--- src/rtl/clk_div_pkg.sv ---
// Shared constants and helpers for the clock-timebase dividers.
// Default divisor width and reset divisor used by every channel.
package clk_div_pkg;

  localparam int CLK_DIV_WIDTH = 18;
  localparam int CLK_DIV_RESET = 250000;

  // Channel-select width; a single channel still needs a 1-bit select port.
  function automatic int ch_width(input int n);
    return (n > 1) ? $clog2(n) : 1;
  endfunction

endpackage

--- src/rtl/div_channel.sv ---
// One programmable divider channel: tick enable plus 50%-duty clk_out.
// Divisor changes go through a shadow register and are committed glitch-free.
module div_channel
  import clk_div_pkg::*;
#(
  parameter int WIDTH       = CLK_DIV_WIDTH,
  parameter int DEFAULT_DIV = CLK_DIV_RESET
) (
  input  logic             clk,
  input  logic             rst,
  input  logic             sync_clr,
  input  logic             wr,
  input  logic [WIDTH-1:0] wr_div,
  input  logic             wr_now,
  output logic             tick,
  output logic             clk_out,
  output logic             upd_pending
);

  logic [WIDTH-1:0] count;
  logic [WIDTH-1:0] div_act;
  logic [WIDTH-1:0] div_shd;
  logic [WIDTH-1:0] last_cnt;
  logic             div_zero;
  logic             tc;

  always_comb begin
    div_zero = (div_act == '0);
    last_cnt = div_zero ? '0 : div_act - WIDTH'(1);
    tc       = !div_zero && (count == last_cnt);
  end

  // NOTE: the shadow divisor is reset too, so a pending update can never
  // survive rst and commit a stale value afterwards.
  always_ff @(posedge clk or posedge rst) begin
    if (rst) begin
      count       <= '0;
      div_act     <= WIDTH'(DEFAULT_DIV);
      div_shd     <= WIDTH'(DEFAULT_DIV);
      upd_pending <= 1'b0;
      tick        <= 1'b0;
      clk_out     <= 1'b0;
    end else if (sync_clr) begin
      count       <= '0;
      tick        <= 1'b0;
      clk_out     <= 1'b0;
      upd_pending <= 1'b0;
      if (wr) begin
        div_act <= wr_div;
        div_shd <= wr_div;
      end else if (upd_pending) begin
        div_act <= div_shd;
      end
    end else if (wr && wr_now) begin
      // Immediate restart: the write cycle never counts as terminal.
      div_act     <= wr_div;
      count       <= '0;
      upd_pending <= 1'b0;
      tick        <= 1'b0;
    end else begin
      tick  <= tc;
      count <= (tc || div_zero) ? '0 : count + WIDTH'(1);
      if (tc) begin
        clk_out <= ~clk_out;
      end
      // A deferred write masks any commit in its own cycle.
      if (wr) begin
        div_shd     <= wr_div;
        upd_pending <= 1'b1;
      end else if (upd_pending && (tc || div_zero)) begin
        div_act     <= div_shd;
        upd_pending <= 1'b0;
      end
    end
  end

endmodule

--- src/rtl/multi_clock_divider.sv ---
// Bank of NUM_CH independent programmable clock dividers.
// Decodes the shared write port into per-channel strobes and fans out sync_clr.
module multi_clock_divider
  import clk_div_pkg::*;
#(
  parameter  int NUM_CH      = 4,
  parameter  int WIDTH       = CLK_DIV_WIDTH,
  parameter  int DEFAULT_DIV = CLK_DIV_RESET,
  localparam int CH_W        = ch_width(NUM_CH)
) (
  input  logic              clk,
  input  logic              rst,
  input  logic              sync_clr,
  input  logic              wr_en,
  input  logic [CH_W-1:0]   wr_ch,
  input  logic [WIDTH-1:0]  wr_div,
  input  logic              wr_now,
  output logic [NUM_CH-1:0] tick,
  output logic [NUM_CH-1:0] clk_out,
  output logic [NUM_CH-1:0] upd_pending
);

  for (genvar i = 0; i < NUM_CH; i++) begin : g_ch
    // Selects >= NUM_CH match no channel, so out-of-range writes are dropped.
    logic wr;
    assign wr = wr_en && (wr_ch == CH_W'(i));

    div_channel #(
      .WIDTH       (WIDTH),
      .DEFAULT_DIV (DEFAULT_DIV)
    ) u_ch (
      .clk         (clk),
      .rst         (rst),
      .sync_clr    (sync_clr),
      .wr          (wr),
      .wr_div      (wr_div),
      .wr_now      (wr_now),
      .tick        (tick[i]),
      .clk_out     (clk_out[i]),
      .upd_pending (upd_pending[i])
    );
  end

endmodule

--- config.mk ---
export PLATFORM = sky130hd
export DESIGN_NAME = multi_clock_divider
export DESIGN_NICKNAME = d
export VERILOG_FILES = /design/src/rtl/clk_div_pkg.sv /design/src/rtl/div_channel.sv /design/src/rtl/multi_clock_divider.sv
export SDC_FILE = /design/constraint.sdc
export NUM_CORES = 1
export LEC_CHECK = 0
export CAP_MARGIN = 20
export CORE_MARGIN = 4
export CORE_UTILIZATION = 50
export DETAILED_ROUTE_END_ITERATION = 8
export PLACE_DENSITY = 0.68
export SYNTH_ARGS = -nofsm -noshare
export SYNTH_HDL_FRONTEND = slang
export SYNTH_SLANG_ARGS = --single-unit
--- constraint.sdc ---
create_clock -name clk -period 11.9 [get_ports clk]
set_input_delay 3.57 -clock clk [delete_from_list [all_inputs] [get_ports clk]]
set_output_delay 3.57 -clock clk [all_outputs]
set_load 0.01 [all_outputs]
==> qor.yml <==
status: "complete, no violations"
fin_total_pwr_mw: 2.71
track_usage_pct: 22.0
die_x_um: 176
via_per_inst: 5.98
drt-total-wl_um: 34400
drtIter0Drc: 841
finalNetCount: 1487
rrSetupSlack_ps: 7060
r2r-start: "g_ch[2].u_ch.div_act[9]$_DFFE_PP0P_"
drv_slew: 0
gp_congestion: 0.922
layout_setup_ws_ps: 5960
setup-tns-final_ps: 0
drt_pre_antenna_iters: 5
drc: 0
die_area_um2: 31100
combPwrFrac_pct: 27.3
arrival_ps: 6430
ctsResizeCount: 0
final_hold_viol_count: 0
fin_area_um2: 15600
p_clk_share_pct: 30.1
root_buffer: "clkbuf_16"
io_buffers: 36
path_clk_slew_ps: 60
grt-ovfl-total: 0
cp.required_ps: 12390
synthCells: 1464
rsz0062_at_grt: "no"
num_vias: 11100
leakage_nw: 6.04
period_share_pct: 49.9
dieHeight_um: 176
cts_made_buffers: 26
postSynthAreaPerCell_um2: 9.67
path_cells: "clkdlybuf4s50_1, nor2_1, nor2_1, buf_4, a21oi_1, buf_4, a22oi_1, o21ai_0, or3_1"
critPathMaxStageDelay_ps: 840
rows: 61
worstSetupEndpointType: "register"
htreeDepth: 1
start_util_pct: 50.8
max-slew-margin-rel_pct: 34.7
clock_latency_ps: 550
min_from: "g_ch[0].u_ch.div_shd[13]$_DFFE_PP0P_"
ys_async_sr_fraction_pct: 100
ys.flop_type: "dfrtp_1"
utilization_pct: 56.0
hold_buffers: 0
drive_gt1_share_pct: 21.0
irDropWorstVdd_mv: 0.144
hold_end: "g_ch[0].u_ch.div_shd[13]$_DFFE_PP0P_"
cts.sinks: 228
wl_per_cell_um: 18.6
pre_cts_slack_ps: 5390
p_int_mw: 1.82
holdCritPathClass: "register to register"
yosys_register_bits: 228
grt_max_degree: 124
worst_slew_pin_slew_ps: 979
grt_pass1_vias: 10700
yosysUniqueCellTypes: 82
grt_pass1_wl_um: 56500
cp_slowest_cell: "clkdlybuf4s50_1"
synthesis.nets: 1497
setup_violations: 0
syn_area_um2: 14100
switching_share_pct: 32.8
synth-edff-count: 0
crit_path_start_kind: "input port"
fill_cells: 2471
drv_cap: 0
core-area_um2: 27900
seqPwrFrac_pct: 42.6
grt_antenna_before_repair: 0
powerDensity_nw_per_um2: 174
p_sw_mw: 0.889
yosysWarnings: 0
holdPathStages: 1
ys_seq_area_share_pct: 40.8
finClkSkew_ps: 13.6
io_pins: 37
post-dp-hpwl_um: 24000
placed_area_um2: 14700
clock_tree.buffer_depth: 3
antenna_left: 0
r2r-end: "g_ch[2].u_ch.div_act[2]$_DFFE_PP0P_"
finalCriticalPeriod_ps: 5940
r2r_cells: 9
cts_setup_buffers: 0
cts_tree: "done"
timing.fmax_mhz: 168
syn2layout_area_growth_pct: 10.3
cp_max_fo: 20
crit_type: "input port to register"
n_antenna_cell: 0
==> power by group through the flow <==
| stage | registers (mW) | logic [mW] | clock network (mW) |
|---|---|---|---|
| 2_1_floorplan | 1.06 | 0.646 | 0 |
| 3_3_place_gp | 1.15 | 0.716 | 0 |
| 3_5_place_dp | 1.16 | 0.733 | 0 |
| 4_1_cts | 1.15 | 0.739 | 0.837 |
| 5_1_grt | 1.18 | 0.818 | 0.866 |
| 6_report | 1.16 | 0.741 | 0.816 |
==> cells in the mapped netlist, drive strengths merged, types with 37 or more instances <==
cell type | n | share of area, %
clkbuf | 75 | 2.0
dfrtp | 172 | 30
dfstp | 56 | 10
mux2 | 164 | 13
nand2 | 65 | 1.7
nand3 | 79 | 2.8
nor2 | 186 | 4.9
nor3 | 47 | 1.7
o21ai | 48 | 1.7
or3 | 37 | 1.6
xnor2 | 81 | 5.0
xor2 | 53 | 3.3
==> registers in the layout, indices dropped and copies added (netlist names) <==
name / flops
g_ch.u_ch.div_act: 72
g_ch.u_ch.tick: 4
g_ch.u_ch.div_shd: 72
g_ch.u_ch.count: 72
g_ch.u_ch.clk_out: 4
g_ch.u_ch.upd_pending: 4
==> cell families (layout without fill, tap and decap cells) <==
| group | count (synthesis) | after routing | synth area share [%] |
|---|---|---|---|
| adder cells (fa/ha/maj) | 8 | 8 | 0.707 |
| AO/OA/AOI/OAI | 178 | 178 | 8.80 |
| multiplexers | 195 | 195 | 15.4 |
| XOR/XNOR | 136 | 136 | 8.61 |
| flip-flops | 228 | 228 | 40.8 |
| buffers and inverters | 125 | 135 | 3.83 |
| AND/OR/NAND/NOR | 594 | 594 | 21.8 |
==> how the worst max path moves through the flow <==
stage / depth (start not counted) / start / slack [ps] / end
2_1_floorplan: 1 / rst / 2170 / g_ch[0].u_ch.clk_out$_DFFE_PP0P_
3_3_place_gp: 4 / sync_clr / 5540 / g_ch[1].u_ch.div_act[2]$_DFFE_PP0P_
3_5_place_dp: 9 / sync_clr / 5390 / g_ch[3].u_ch.div_act[11]$_DFFE_PP0P_
4_1_cts: 9 / sync_clr / 5960 / g_ch[3].u_ch.div_act[11]$_DFFE_PP0P_
5_1_grt: 9 / sync_clr / 5720 / g_ch[3].u_ch.div_act[5]$_DFFE_PP0P_
6_report: 9 / sync_clr / 5960 / g_ch[3].u_ch.div_act[17]$_DFFE_PP1P_
==> critical path, delay by kind of cell <==
kind / cells / cell delay [ps]
AOI/OAI and AO/OA: 3 / 610
buffers and inverters: 3 / 1360
and+or+nand+nor: 3 / 870
==> through the flow <==
| step | std cells | hold WS, ps |
|---|---|---|
| finish | 1852 | 501 |
| detailed placement | 1804 | 490 |
| global route | 1852 | 518 |
| CTS | 1852 | 504 |
| global placement | 1804 | 482 |
| floorplan | 1464 | 475 |
==> routing by layer <==
layer	GRT usage [%]	wire length, um	up-vias	part of all wire, %
met3	2.76	1390	63	4.0
met1	31.2	16000	5500	46
met2	35.7	16100	241	47
met4	6.04	942	0	2.7
li1	-	-	5280	-
met5	0	0	-	0
==> layout make-up <==
cell class / instances / area (um^2) / share of cell area (%)
multi-input cells: 1111 / 7830 / 50.2
flip-flops and latches: 228 / 5780 / 37.0
clock buffers: 37 / 785 / 5.03
repair buffers: 57 / 518 / 3.32
well taps: 378 / 473 / 3.03
inverters: 30 / 120 / 0.770
clock inverters: 11 / 100 / 0.641
==> placed cells by master (no fill, tap or decap), types with 31 or more instances in the layout <==
| cell | count |
|---|---|
| nand3_1 | 79 |
| xor2_1 | 53 |
| o21ai_0 | 47 |
| dfrtp_1 | 172 |
| nor3_1 | 47 |
| or3_1 | 37 |
| nor2_1 | 186 |
| xnor2_1 | 81 |
| mux2_2 | 157 |
| mux2i_1 | 31 |
| clkdlybuf4s50_1 | 36 |
| nand2_1 | 65 |
| nor4_1 | 33 |
| dfstp_2 | 56 |
No activity file was read; power rests on OpenSTA's default activity.
